==> src/rtl/onehot_scan_decoder.sv <==
// Registered binary-to-one-hot decoder with load handshake,
// synchronous clear and auto-scan with per-line dwell.
module onehot_scan_decoder #(
  parameter int SEL_W   = 3,
  parameter int DWELL_W = 8
) (
  input  logic                    clk,
  input  logic                    rst,
  input  logic                    en,
  input  logic                    clr,
  input  logic                    load_valid,
  output logic                    load_ready,
  input  logic [SEL_W-1:0]        load_sel,
  input  logic                    load_mode,
  input  logic [DWELL_W-1:0]      load_dwell,
  output logic [(1<<SEL_W)-1:0]   out,
  output logic [SEL_W-1:0]        idx,
  output logic                    active,
  output logic                    wrap
);

  localparam int N = 1 << SEL_W;

  typedef enum logic [1:0] {
    IDLE,
    HOLD,
    SCAN
  } state_t;

  state_t             state_q, state_d;
  logic [N-1:0]       out_q, out_d;
  logic [SEL_W-1:0]   idx_q, idx_d;
  logic [DWELL_W-1:0] cnt_q, cnt_d;
  logic [DWELL_W-1:0] dwell_q, dwell_d;
  logic               wrap_q, wrap_d;
  logic               adv;

  assign adv = (state_q == SCAN) && (cnt_q == dwell_q);

  always_comb begin
    state_d = state_q;
    out_d   = out_q;
    idx_d   = idx_q;
    cnt_d   = cnt_q;
    dwell_d = dwell_q;
    wrap_d  = wrap_q;
    if (en) begin
      wrap_d = 1'b0;
      if (clr) begin
        state_d = IDLE;
        out_d   = '0;
        idx_d   = '0;
        cnt_d   = '0;
      end else if (load_valid) begin
        state_d = load_mode ? SCAN : HOLD;
        out_d   = {{(N-1){1'b0}}, 1'b1} << load_sel;
        idx_d   = load_sel;
        cnt_d   = '0;
        dwell_d = load_dwell;
      end else if (state_q == SCAN) begin
        if (adv) begin
          // out is one-hot here, so a rotate tracks idx+1
          out_d  = {out_q[N-2:0], out_q[N-1]};
          idx_d  = idx_q + 1'b1;
          cnt_d  = '0;
          wrap_d = &idx_q;
        end else begin
          cnt_d = cnt_q + 1'b1;
        end
      end
    end
  end

  always_ff @(posedge clk) begin
    if (rst) begin
      state_q <= IDLE;
      out_q   <= '0;
      idx_q   <= '0;
      cnt_q   <= '0;
      dwell_q <= '0;
      wrap_q  <= 1'b0;
    end else begin
      state_q <= state_d;
      out_q   <= out_d;
      idx_q   <= idx_d;
      cnt_q   <= cnt_d;
      dwell_q <= dwell_d;
      wrap_q  <= wrap_d;
    end
  end

  assign load_ready = en;
  assign out        = out_q;
  assign idx        = idx_q;
  assign active     = |out_q;
  assign wrap       = wrap_q & en;

endmodule

==> config.mk <==
export PLATFORM = sky130hd
export DESIGN_NAME = onehot_scan_decoder
export DESIGN_NICKNAME = d
export VERILOG_FILES = /design/src/rtl/onehot_scan_decoder.sv
export SDC_FILE = /design/constraint.sdc
export NUM_CORES = 1
export LEC_CHECK = 0
export CORE_MARGIN = 8
export CORE_UTILIZATION = 50
export CTS_CLUSTER_DIAMETER = 120
export DETAILED_ROUTE_END_ITERATION = 7
export PLACE_DENSITY = 0.81
export SETUP_SLACK_MARGIN = 0.15
export SYNTH_ARGS = -nofsm -noshare
export SYNTH_HDL_FRONTEND = slang
export SYNTH_SLANG_ARGS = --single-unit
==> constraint.sdc <==
create_clock -name clk -period 2.15 [get_ports clk]
set_input_delay 0.3225 -clock clk [delete_from_list [all_inputs] [get_ports clk]]
set_output_delay 0.3225 -clock clk [all_outputs]
set_load 0.1 [all_outputs]
==> impl_metrics.json <==
{
  "worst-path-buf-inv": 2,
  "grt_pass1_wl_mm": 8.80,
  "synthFlopType": "dfxtp_1",
  "crit_path_top_delay_cell": "clkdlybuf4s50_1",
  "r2r_start": "cnt_q[0]",
  "maxCapViolCount": 0,
  "synth_top_area_cell": "dfxtp_1",
  "p_leak_nw": 0.835,
  "grt_overflow": 0,
  "dp_hpwl_mm": 3.59,
  "htreeDepth": 2,
  "final_cell_mix": "25 x buf_4, 23 x nand2_1, 21 x dfxtp_1",
  "yosysTopAreaCellShare_pct": 32.1,
  "crit_family": "buffers and inverters",
  "power_density_nw_per_um2": 594,
  "postRouteAntennaNets": 0,
  "clock_path_buffers": 2,
  "report.final.setup_viol": 0,
  "ir_worst_vdd_v": 0.000383,
  "synth-seq-cells": 30,
  "fp.coreArea_sq_um": 3630,
  "layout_commonest_cell": "buf_4",
  "finalCritPeriodShare_pct": 80.4,
  "cts-resized-gates": 0,
  "n_antenna_cell": 0,
  "initial_core_util_pct": 51.4,
  "die_w_microns": 77.1,
  "cts_setup_buffers": 0,
  "vias": 1919,
  "cp.required_ns": 2.34,
  "drc": 0,
  "detail_route.wl_per_cell_microns": 15.8,
  "slowest_delay_ns": 0.48,
  "r2r_cells": 4,
  "worst_pin_slew_ns": 0.600,
  "grt_pass1_vias": 1886,
  "worstPathCellList": "clkdlybuf4s50_1 > buf_4 > o21ai_1 > nor2_1 > a22oi_1 > o211ai_1",
  "dp.cells": 309,
  "nets": 288,
  "gp_congestion": 0.833,
  "timing.rr.end": "out[5]",
  "min_period_ns": 1.73,
  "ys_seq_area_share_pct": 32.1,
  "synth-edff-count": 0,
  "ios": 31,
  "hold_violations": 0,
  "postCtsHoldBufs": 0,
  "yosysWarningCount": 0,
  "grt_max_degree": 27,
  "status": "complete, no violations",
  "drt-total-wl_mm": 4.99,
  "startpoint_type": "primary input",
  "port_buffers": 30,
  "syn-num-nets": 255,
  "syn_area_sq_um": 1870,
  "postSynthAreaPerCell_sq_um": 7.95,
  "hold_slack_ns": 0.467,
  "cp-end-kind": "flip-flop",
  "cts_sinks": 30,
  "numCtsBuffers": 5,
  "die_area_sq_um": 5950,
  "rsz0062_at_grt": "false",
  "drive_gt1_share_pct": 16.4,
  "synth.top_cells.by_area": "dfxtp_1 32%, a21oi_1 5.1%, nand2_1 4.6%, nor3b_1 4.4%, o211ai_1 4.4%",
  "routed_via_density": 6.07,
  "hold_path.class": "reg2reg",
  "crit_fanout": 15,
  "fin_skew_ns": 0.00717,
  "rrSetupSlack_ns": 0.50,
  "fin_cells": 316,
  "hold_end": "dwell_q[6]",
  "clk_pin_slew_ns": 0.06,
  "die_h_microns": 77.1,
  "syn_to_final_growth_pct": 26.8,
  "clk_root_buffer_cell": "clkbuf_8",
  "cts_tree": "yes",
  "drv_slew": 0,
  "hold_start": "dwell_q[6]",
  "worstSkewPairLatency_ns": 0.28,
  "ys_types": 37,
  "grt.total_usage_pct": 17.5,
  "slew_headroom_pct": 59.9,
  "rows": 22,
  "synth_async_sr_flop_share_pct": 0,
  "setup_tns_ns": 0,
  "detail_route.first_pass.iterations": 4,
  "whs_path_depth": 2,
  "cp-startpoint": "en",
  "critPathKind": "in2reg",
  "fmax_ghz": 0.578,
  "first_iter_violations": 253,
  "cp.arrival_ns": 1.91,
  "grt_antenna_before_repair": 0,
  "syn_inst": 235
}
-- cell usage after synthesis (all sizes together) (3+ instances only) --
cell type and n:
nand4 13, nand2b 10, xnor2 8, mux2i 3, nand2 23, nor3 12
nand3 3, clkbuf 11, nor3b 11, o2111ai 4, nor2 9, o211ai 11
buf 6, nand4bb 3, o21ai 14, ha 3, dfxtp 30, and4 3
a22oi 9, and2 4, nand4b 3, a21oi 19, xor2 7, nor4 4
-- worst max-delay path by stage --
stage | end | slack [ns] | depth (start not counted)
after floorplan | wrap_q | 0.18 | 4
after global placement | out[5] | 0.22 | 6
after detailed placement | out[5] | 0.16 | 6
after CTS | wrap | 0.43 | 4
after global routing | out[5] | 0.26 | 6
final | out[5] | 0.42 | 6
-- kinds of logic (layout without fill, tap and decap cells) --
family | Yosys count | in the layout | synth area share [%]
adder cells (fa/ha/maj) | 3 | 3 | 2.01
flip-flops | 30 | 30 | 32.1
XOR/XNOR | 15 | 15 | 7.03
multiplexers | 3 | 3 | 1.61
AO/OA/AOI/OAI | 59 | 59 | 19.6
AND/OR/NAND/NOR | 108 | 108 | 33.8
buffers and inverters | 17 | 50 | 3.82
-- worst reg2reg max path: cells and delay by family (launching register included) --
kind / cells / cell delay (ns)
xor gates and xnor gates: 1 / 0.30
AOI/OAI and AO/OA: 2 / 0.43
DFF: 1 / 0.37
and+or+nand+nor: 1 / 0.43
-- per-layer routing --
layer	routed length (microns)	vias up	track usage [%]	share of wire (%)
li1	-	947	-	-
met1	2240	900	22.1	45
met2	2330	68	27.6	47
met3	380	4	4.20	7.6
met4	42	0	6.98	0.84
met5	0	-	0	0
-- per-stage QoR --
step                total power [mW]  cell area (sq um)  setup WS (ns)  util [%]
floorplan                      0.748               1880          0.182         -
finish                          1.41               2370          0.421      65.2
global placement               0.840               2260          0.221      62.1
CTS                             1.41               2370          0.429      65.2
global route                    1.46               2370          0.262      65.2
detailed placement             0.843               2260          0.162      62.1
-- state kept, by name (all words and copies together), names as in the netlist --
| signal | flops |
|---|---|
| wrap_q | 1 |
| idx | 3 |
| state_q | 2 |
| dwell_q | 8 |
| out | 8 |
| cnt_q | 8 |
-- where the power goes --
part,internal [mW],leakage [nW],switching (mW)
Clock,0.370,0.0573,0.203
Combinational,0.0904,0.531,0.165
Sequential,0.568,0.247,0.0107
Total,1.03,0.835,0.379
-- layout make-up --
class	count	area (sq um)
clock buffers	6	82.6
clock inverters	1	30.0
fillers	326	1260
multi-input cells	188	1200
flip-flops and latches	30	612
well taps	48	60.1
repair buffers	43	388
Note: power is estimated with default switching activity, not from simulation.
